## src/rtl/conv_kxk_seq.sv

```systemverilog
// conv_kxk_seq: KxK FP16 sliding-window convolution over a column stream with one time-multiplexed MAC
module mulfp16 (
   input  logic [15:0] a_in,
   input  logic [15:0] b_in,
   output logic [15:0] c_out
);
   logic [11:0] ph;
   logic [6:0] e;
   always_comb begin
      ph = 12'(({12'd0, 1'b1, a_in[9:0]} * {12'd0, 1'b1, b_in[9:0]}) >> 10);
      e = {2'b00, a_in[14:10]} + {2'b00, b_in[14:10]} + {6'd0, ph[11]};
      c_out = (a_in[14:10] == 5'd0 || b_in[14:10] == 5'd0 || e <= 7'd15) ? 16'h0000
            : e >= 7'd46 ? {a_in[15] ^ b_in[15], 15'h7C00}
            : {a_in[15] ^ b_in[15], 5'(e - 7'd15), ph[11] ? ph[10:1] : ph[9:0]};
   end
endmodule

module addfp16 (
   input  logic [15:0] a,
   input  logic [15:0] b,
   output logic [15:0] sum
);
   logic [15:0] x, y;
   logic [14:0] mx, my, s;
   logic [3:0] p;
   logic [6:0] e;
   always_comb begin
      x = a[14:0] < b[14:0] ? b : a;
      y = a[14:0] < b[14:0] ? a : b;
      mx = x[14:10] == 5'd0 ? 15'd0 : {2'b01, x[9:0], 3'b000};
      my = y[14:10] == 5'd0 ? 15'd0 : {2'b01, y[9:0], 3'b000} >> (x[14:10] - y[14:10]);
      s = x[15] == y[15] ? mx + my : mx - my;
      p = 4'd0;
      for (int i = 0; i < 15; i++) p = s[i] ? 4'(i) : p;
      e = {2'b00, x[14:10]} + {3'b000, p};
      sum = (s == 15'd0 || e <= 7'd13) ? 16'h0000
          : e >= 7'd44 ? {x[15], 15'h7C00}
          : {x[15], 5'(e - 7'd13), 10'((s << (4'd14 - p)) >> 4)};
   end
endmodule

module conv_kxk_seq #(
   parameter int DATA_WIDTH  = 16,
   parameter int KERNEL_SIZE = 3,
   parameter int STRIDE      = 1,
   parameter int RELU        = 0
) (
   input  logic                              clk,
   input  logic                              rst_n,
   input  logic [KERNEL_SIZE*DATA_WIDTH-1:0] data_in,
   input  logic                              in_valid,
   output logic                              in_ready,
   input  logic                              kernel_load,
   input  logic                              sof,
   input  logic [DATA_WIDTH-1:0]             bias,
   output logic [DATA_WIDTH-1:0]             out_data,
   output logic                              out_valid,
   input  logic                              out_ready
);
   localparam int K = KERNEL_SIZE;
   localparam int IW = $clog2(K);
   localparam logic [IW-1:0] KM1 = IW'(K - 1);
   localparam logic [2:0] KW = 3'(K);
   localparam logic [2:0] SM1 = 3'(STRIDE - 1);
   typedef enum logic [1:0] {S_IN, S_MAC, S_OUT} state_t;
   state_t state, state_d;
   logic [DATA_WIDTH-1:0] kern [K][K];
   logic [DATA_WIDTH-1:0] win [K][K];
   logic [DATA_WIDTH-1:0] acc, prod, sum;
   logic [2:0] col_cnt, stride_cnt, col_d, stride_base;
   logic [IW-1:0] r, c;
   logic drain, fire_k, fire_img, trigger;

   mulfp16 u_mul (.a_in(win[r][c]), .b_in(kern[r][c]), .c_out(prod));
   addfp16 u_add (.a(acc), .b(prod), .sum(sum));

   assign in_ready = state == S_IN;
   assign out_valid = state == S_OUT;
   assign out_data = (RELU != 0 && acc[DATA_WIDTH-1]) ? '0 : acc;

   always_comb begin
      fire_k = state == S_IN && in_valid && kernel_load;
      fire_img = state == S_IN && in_valid && !kernel_load;
      stride_base = sof ? 3'd0 : stride_cnt;
      col_d = sof ? 3'd1 : col_cnt == KW ? KW : col_cnt + 3'd1;
      trigger = fire_img && col_d == KW && stride_base == 3'd0;
      state_d = trigger ? S_MAC
              : (state == S_MAC && drain) ? S_OUT
              : (state == S_OUT && out_ready) ? S_IN
              : state;
   end

   always_ff @(posedge clk) begin
      if (!rst_n) state <= S_IN;
      else state <= state_d;
   end

   // drain adds one settling cycle after the final MAC before the result is presented
   always_ff @(posedge clk) begin
      if (!rst_n) begin
         for (int i = 0; i < K; i++)
            for (int j = 0; j < K; j++) begin
               kern[i][j] <= '0;
               win[i][j] <= '0;
            end
         acc <= '0;
         col_cnt <= '0;
         stride_cnt <= '0;
         r <= '0;
         c <= '0;
         drain <= 1'b0;
      end else begin
         if (fire_k)
            for (int i = 0; i < K; i++) begin
               for (int j = 0; j < K - 1; j++) kern[i][j] <= kern[i][j+1];
               kern[i][K-1] <= data_in[i*DATA_WIDTH +: DATA_WIDTH];
            end
         if (fire_img) begin
            for (int i = 0; i < K; i++) begin
               for (int j = 0; j < K - 1; j++) win[i][j] <= win[i][j+1];
               win[i][K-1] <= data_in[i*DATA_WIDTH +: DATA_WIDTH];
            end
            col_cnt <= col_d;
            stride_cnt <= col_d != KW ? stride_base : stride_base == SM1 ? 3'd0 : stride_base + 3'd1;
         end
         if (trigger) begin
            acc <= bias;
            r <= '0;
            c <= '0;
            drain <= 1'b0;
         end
         if (state == S_MAC && !drain) begin
            acc <= sum;
            c <= c == KM1 ? '0 : c + 1'b1;
            r <= (c == KM1 && r != KM1) ? r + 1'b1 : r;
            drain <= c == KM1 && r == KM1;
         end
      end
   end
endmodule

```

## config.mk

```make
export PLATFORM = sky130hd
export DESIGN_NAME = conv_kxk_seq
export DESIGN_NICKNAME = d
export VERILOG_FILES = /design/src/rtl/conv_kxk_seq.sv
export SDC_FILE = /design/constraint.sdc
export NUM_CORES = 1
export LEC_CHECK = 0
export CAP_MARGIN = 10
export CORE_MARGIN = 5
export CORE_UTILIZATION = 55
export DETAILED_ROUTE_END_ITERATION = 6
export PLACE_DENSITY = 0.83
export SLEW_MARGIN = 30
export SYNTH_ARGS = -nofsm -noshare
export SYNTH_HDL_FRONTEND = slang
export SYNTH_SLANG_ARGS = --single-unit
```

## constraint.sdc

```tcl
create_clock -name clk -period 20.9 [get_ports clk]
set_input_delay 5.225 -clock clk [delete_from_list [all_inputs] [get_ports clk]]
set_output_delay 5.225 -clock clk [all_outputs]
set_load 0.05 [all_outputs]
```

==> summary.md, run 1 <==
| Metric | Value |
|---|---|
| Outcome | `completed` |
| Power, Total | `3406 uW` |
| Sink Count | `319` |
| Hold path startpoint | `drain` |
| Crit start category | `flip-flop` |
| Slew HR | `33.91%` |
| R2R cell count | `80` |
| Fillers | `3206` |
| Remaining global-route overflow | `0` |
| Die footprint | `45800 um^2` |
| Leading area contributor after synthesis | `edfxtp_1` |
| Cells after Synth | `2212` |
| ANT nets after route | `0` |
| GRT Total Usage | `24.72%` |
| Worst Clk Skew | `0.02330 ns` |
| Setup-failing EPs final | `0` |
| Largest family of logic cells by synthesized area | `simple AND/OR/NAND/NOR gates` |
| Synth Area in Simple Gates | `18.28%` |
| DIE WIDTH | `214 um` |
| First-pass DRT Iterations | `6` |
| Setup slack, reg-to-reg | `0.97 ns` |
| Crit path largest cell delay | `0.61 ns` |
| Reg-to-Reg End | `out_data[2]` |
| CTS tree | `done` |
| Core Footprint | `41020 um^2` |
| Sequential area share after synthesis | `40.49%` |
| Synth Register Bits | `319` |
| Multi-input gate area | `12550 um^2` |
| N_diodes | `0` |
| Layout cells sized above 1 | `9.699%` |
| Syn_area_per_cell | `10.35 um^2` |
| Gpl congestion | `0.9605` |
| Final worst-path cycle share | `95.34%` |
| Peak supply drop | `0.1754 mV` |
| Worst EP required | `21.35 ns` |
| Internal power | `1861 uW` |
| Final Hold Viols | `0` |
| Highest-delay cell along the critical path | `or4_1` |
| Sw Share | `45.38%` |
| CTS clk-pin slew, worst paths | `0.07 ns` |
| DR DRC count | `0` |
| Critical path class | `reg -> reg` |
| Seq pwr share | `22.2%` |
| Endpoint, Worst Hold | `state[1]` |
| CTS H-Tree Depth | `1` |
| Initial core utilization | `55.81%` |
| Post-Route WL | `59160 um` |
| Top cells by area, synth | `edfxtp_1 (38%), fa_1 (7.3%), ha_1 (5.6%), and2_1 (4.4%), and3_1 (4.2%)` |
| CP max FO | `14` |
| Max Clk Rate | `50.18 MHz` |
| Worst Path Arrival | `20.38 ns` |
| Fin crit period | `19.93 ns` |
| Mux contribution to synthesized area | `8.495%` |
| Ports | `88` |
| Final Util | `61.53%` |
| Area occupied by registers | `9278 um^2` |
| Adder-Cell Fraction of Synth Area | `12.88%` |
| Layout area overhead | `10.27%` |
| Post-synth top area share | `37.78%` |
| Total number of vias | `17573` |
| Synth Area in Compound Gates | `12.89%` |
| Critical path's most frequent cell | `inv_1` |
| Site Rows | `74` |
| Layout Nets | `2490` |
| Leak Pwr | `0.01062 uW` |
| Synth Warn # | `0` |
| Iter 0 DRT Violations | `1977` |
| Pwr Density | `135.0 nW/um^2` |
| CP endpoint kind | `flip-flop` |
| Root buf cell | `clkbuf_16` |
| Antenna violations before repair | `0` |
| EDFF count, synth | `288` |
| CTS Buffer Depth | `3` |
| Mapped Nets | `2467` |
| PortBufs | `87` |
| Worst-Skew Late Latency | `0.58 ns` |
| Async SR Flop Fraction | `0%` |
| Routed len/inst | `21.21 um` |
| Die height | `214 um` |
| Pin count of the biggest net entering global routing | `132` |
| Primary FF master, synth | `edfxtp_1` |
| Max Slew Vio Count | `0` |
| Post-synthesis cell type count | `98` |
| Global-route wire length before repair | `93160 um` |
| Measured slew at the worst slew-check pin | `0.9843 ns` |
| Xor/xnor cell area share of the yosys netlist | `1.760%` |
| Hold depth | `2` |
| Vias in the first global route | `17103` |
| Vias per inst | `6.299` |
| Count leader, synth | `edfxtp_1` |
| Switch Pwr | `1546 uW` |
| Number of buffers created by CTS | `30` |
| Mapped cell area | `22890 um^2` |
| Post-CTS Hold Buffers | `0` |
| Worst hold path class | `reg -> reg` |
| Top cells by count, synth | `edfxtp_1 (288), nor2_1 (186), and2_1 (162)` |
| Clk pwr share | `15.5%` |
| Max-cap check violation count | `0` |
| HPWL after DPL | `42310 um` |
| Combinational power share | `62.3%` |
cell families after synthesis:
kind of cell	Yosys count
xor gates and xnor gates	46
and+or+nand+nor	793
DFF	319
AOI/OAI and AO/OA	423
adders and majority gates	186
buffers and inverters	290
muxes	155
through the flow:
step                      setup slack (ns)  TNS (ns)  hold WS, ns  std cells  area [um^2]
after global routing              -0.03611  -0.08839       0.5313       2790        25240
final                               0.9731         0       0.5049       2790        25240
after CTS                         0.009019         0       0.4981       2783        25060
after detailed placement          -0.09590   -0.4603       0.4863       2727        24090
after floorplan                     0.8912         0       0.4573       2212        22890
after global placement              0.6317         0       0.4693       2727        24080
power groups by stage:
stage	Sequential, uW	Combinational (uW)	Clock [uW]
global route	760	2310	564
global placement	767	1920	0
detailed placement	770	1950	0
finish	757	2120	529
CTS	756	1960	536
floorplan	770	1540	0
area by class of cell:
| type | instances | share of cell area [%] |
|---|---|---|
| Timing Repair Buffer | 123 | 4.685 |
| Tap cell | 532 | 2.637 |
| Inverter | 158 | 2.424 |
| Sequential cell | 319 | 36.76 |
| Clock buffer | 36 | 3.064 |
| Clock inverter | 19 | 0.7089 |
| Multi-Input combinational cell | 1603 | 49.72 |
repair_timing:
action	4_1_cts	5_1_grt
buffers inserted	1	7
pin swaps	0	1
gates resized for setup	2	25
setup endpoints to repair	15	16
critical path: cells and delay by family (launching register included):
kind	cells	cell delay (ns)
xor gates and xnor gates	3	0.53
muxes	4	1.17
DFF	1	0.49
AOI/OAI and AO/OA	28	5.92
buffers and inverters	12	1.38
and+or+nand+nor	18	4.47
adders and majority gates	15	5.79
sequential cells by signal, indices dropped and copies added, names as in the netlist, named ones only:
register,cells
col_cnt,3
win,144
c,2
drain,1
kern,144
out_data,16
stride_cnt,3
r,2
state,2
layer usage:
layer | vias to the layer above | wire length, um | GRT usage, % | share of wire [%]
met2 | 821 | 27470 | 39.61 | 46
met5 | - | 0 | 0 | 0
li1 | 8065 | - | - | -
met4 | 0 | 1346 | 5.948 | 2.3
met1 | 8589 | 25450 | 35.76 | 43
met3 | 98 | 4894 | 3.925 | 8.3
cell usage in the layout (no fill, tap or decap), types with 21 or more instances in the layout:
master           netlist  final
a211oi_1              25     24
a21oi_1              100     98
a221o_1               24     24
and2_1               162    162
and3_1               153    153
buf_4                  2     31
clkbuf_16              0     30
clkdlybuf4s50_1        0     86
dfxtp_1               31     28
edfxtp_1             288    288
fa_1                  83     83
ha_1                 102    101
inv_1                151    149
mux2_2                39     39
mux2i_1               81     81
mux4_2                26     26
nand2_1              133    129
nand2b_1              21     21
nand3_1               39     39
nor2_1               186    183
o211ai_1              21     21
o21ai_0               83     81
xnor2_1               28     27
worst max path at each step:
| stage | slack, ns | endpoint | cells after the start |
|---|---|---|---|
| 3_3_place_gp | 0.63 | out_data[2] | 78 |
| 4_1_cts | 0.009 | out_data[2] | 79 |
| 6_report | 0.97 | out_data[2] | 80 |
| 5_1_grt | -0.04 | out_data[2] | 83 |
| 2_1_floorplan | 0.89 | out_data[7] | 88 |
| 3_5_place_dp | -0.1 | out_data[2] | 78 |
No activity file was read; power rests on OpenSTA's default activity.
==> inputs of run 2 (changes only) <==
--- a/config.mk
+++ b/config.mk
@@ -7,9 +7,9 @@
 export LEC_CHECK = 0
 export CAP_MARGIN = 10
 export CORE_MARGIN = 5
-export CORE_UTILIZATION = 55
+export CORE_UTILIZATION = 48
 export DETAILED_ROUTE_END_ITERATION = 6
-export PLACE_DENSITY = 0.83
+export PLACE_DENSITY = 0.75
 export SLEW_MARGIN = 30
 export SYNTH_ARGS = -nofsm -noshare
 export SYNTH_HDL_FRONTEND = slang
==> summary.md, run 2 (synthesized netlist as in run 1, its figures left out) <==
| Metric | Value |
|---|---|
| Setup-failing EPs final | `0` |
| Fillers | `4070` |
| Remaining global-route overflow | `0` |
| Antenna violations before repair | `1` |
| Iter 0 DRT Violations | `1668` |
| Critical path's most frequent cell | `inv_1` |
| GRT Total Usage | `21.52%` |
| DIE WIDTH | `228.4 um` |
| Multi-input gate area | `12550 um^2` |
| Number of buffers created by CTS | `31` |
| Vias per inst | `6.067` |
| Final Util | `53.68%` |
| Global-route wire length before repair | `92870 um` |
| PnR worst setup slack | `1.197 ns` |
| Final worst-path cycle share | `94.27%` |
| DR DRC count | `0` |
| Layout Nets | `2491` |
| Commonest non-fill, non-tap cell in the layout | `edfxtp_1` |
| Leak Pwr | `0.01068 uW` |
| Gpl congestion | `0.9425` |
| CTS clk-pin slew, worst paths | `0.06 ns` |
| Worst Path Arrival | `20.15 ns` |
| Final Hold Viols | `0` |
| Core Footprint | `47450 um^2` |
| Site Rows | `80` |
| HPWL after DPL | `41210 um` |
| Root buf cell | `clkbuf_16` |
| Clk pwr share | `16.5%` |
| Slew HR | `35.24%` |
| Max Slew Vio Count | `0` |
| Worst EP required | `21.35 ns` |
| Ports | `88` |
| Outcome | `completed` |
| CTS tree | `done` |
| Crit path largest cell delay | `0.59 ns` |
| Worst Clk Skew | `0.01154 ns` |
| CP endpoint kind | `flip-flop` |
| PortBufs | `87` |
| Die footprint | `52150 um^2` |
| Routed len/inst | `20.41 um` |
| Max Clk Rate | `50.75 MHz` |
| Worst hold path class | `reg -> reg` |
| Die height | `228.4 um` |
| CTS Buffer Depth | `3` |
| Area occupied by registers | `9278 um^2` |
| Sink Count | `319` |
| Peak supply drop | `0.1649 mV` |
| CP max FO | `14` |
| Placed Cells | `2810` |
| Max-cap check violation count | `0` |
| First-pass DRT Iterations | `7` |
| Fin crit period | `19.70 ns` |
| Measured slew at the worst slew-check pin | `0.9645 ns` |
| Pin count of the biggest net entering global routing | `125` |
| Switch Pwr | `1534 uW` |
| Sw Share | `45.52%` |
| Initial core utilization | `48.24%` |
| CTS H-Tree Depth | `1` |
| Worst-Skew Late Latency | `0.58 ns` |
| Post-CTS Hold Buffers | `0` |
| Vias in the first global route | `16963` |
| Critical path class | `reg -> reg` |
| Crit start category | `flip-flop` |
| Seq pwr share | `22.4%` |
| Layout cells sized above 1 | `10.09%` |
| Internal power | `1836 uW` |
| Most frequent cells in the layout | `edfxtp_1 (288), nor2_1 (183), and2_1 (162)` |
| Combinational power share | `61.1%` |
| Pwr Density | `132.4 nW/um^2` |
| ANT nets after route | `0` |
| Total number of vias | `17449` |
| Post-Route WL | `58690 um` |
| Highest-delay cell along the critical path | `or4_1` |
| Finished Layout Cells | `2876` |
| Layout area overhead | `11.26%` |
| Post-Place Setup Slack | `0.1758 ns` |
run 2: cell count changes in the layout (fill, tap and decap cells not counted), moves of 3 or more:
| cell | previous run | this run |
|---|---|---|
| a221oi_1 | 11 | 8 |
| a221oi_2 | 0 | 3 |
| buf_4 | 31 | 26 |
| clkbuf_16 | 30 | 33 |
| clkbuf_8 | 0 | 4 |
| clkinv_1 | 6 | 3 |
| nand2_1 | 129 | 124 |
| nand2_2 | 3 | 8 |
run 2: metrics by stage:
step / setup TNS (ns) / hold slack [ns] / total power [uW] / area [um^2]
after floorplan: 0 / 0.4573 / 2311 / 22890
after global routing: -0.09096 / 0.5269 / 3609 / 25460
final: 0 / 0.4980 / 3371 / 25470
after global placement: 0 / 0.4727 / 2683 / 24190
after CTS: 0 / 0.5011 / 3280 / 25230
after detailed placement: 0 / 0.4887 / 2717 / 24210
run 2: metal layers:
| layer | wire length, um | GRT usage (%) |
|---|---|---|
| met5 | 0 | 0 |
| met4 | 948 | 4.254 |
| met3 | 3891 | 2.447 |
| met2 | 27810 | 35.38 |
| met1 | 26040 | 31.26 |
run 2: layout make-up:
class	count	share of cell area, %
multi-input cells	1603	49.28
flip-flops and latches	319	36.43
repair buffers	123	4.869
clock buffers	42	3.449
well taps	615	3.022
inverters	158	2.388
clock inverters	14	0.5404
diodes	2	0.01965
run 2: final timing paths:
kind              startpoint          end  slack (ns)  cells after the start
hold / removal         drain     state[1]        0.50                      2
setup reg to reg   flip-flop  out_data[2]        1.20                     80
hold reg to reg        drain     state[1]        0.50                      2
setup / recovery   flip-flop  out_data[2]        1.20                     80
run 2: power groups by stage:
stage,Sequential [uW],Clock (uW),Combinational (uW)
finish,756,556,2060
global route,759,593,2260
CTS,756,564,1960
detailed placement,769,0,1950
global placement,766,0,1920
floorplan,770,0,1540
run 2: what timing repair did:
action / CTS / global route
setup buffers: 0 / 8
endpoints found under the setup margin: 0 / 16
resized for setup: 0 / 31
run 2: critical path, delay by kind of cell (launching register included):
kind	cells	cell delay [ns]
flops	1	0.41
fa+ha+maj	15	5.70
xor+xnor	3	0.53
buf+inv	12	1.50
mux	4	1.16
compound gates	26	5.43
simple gates	20	4.76
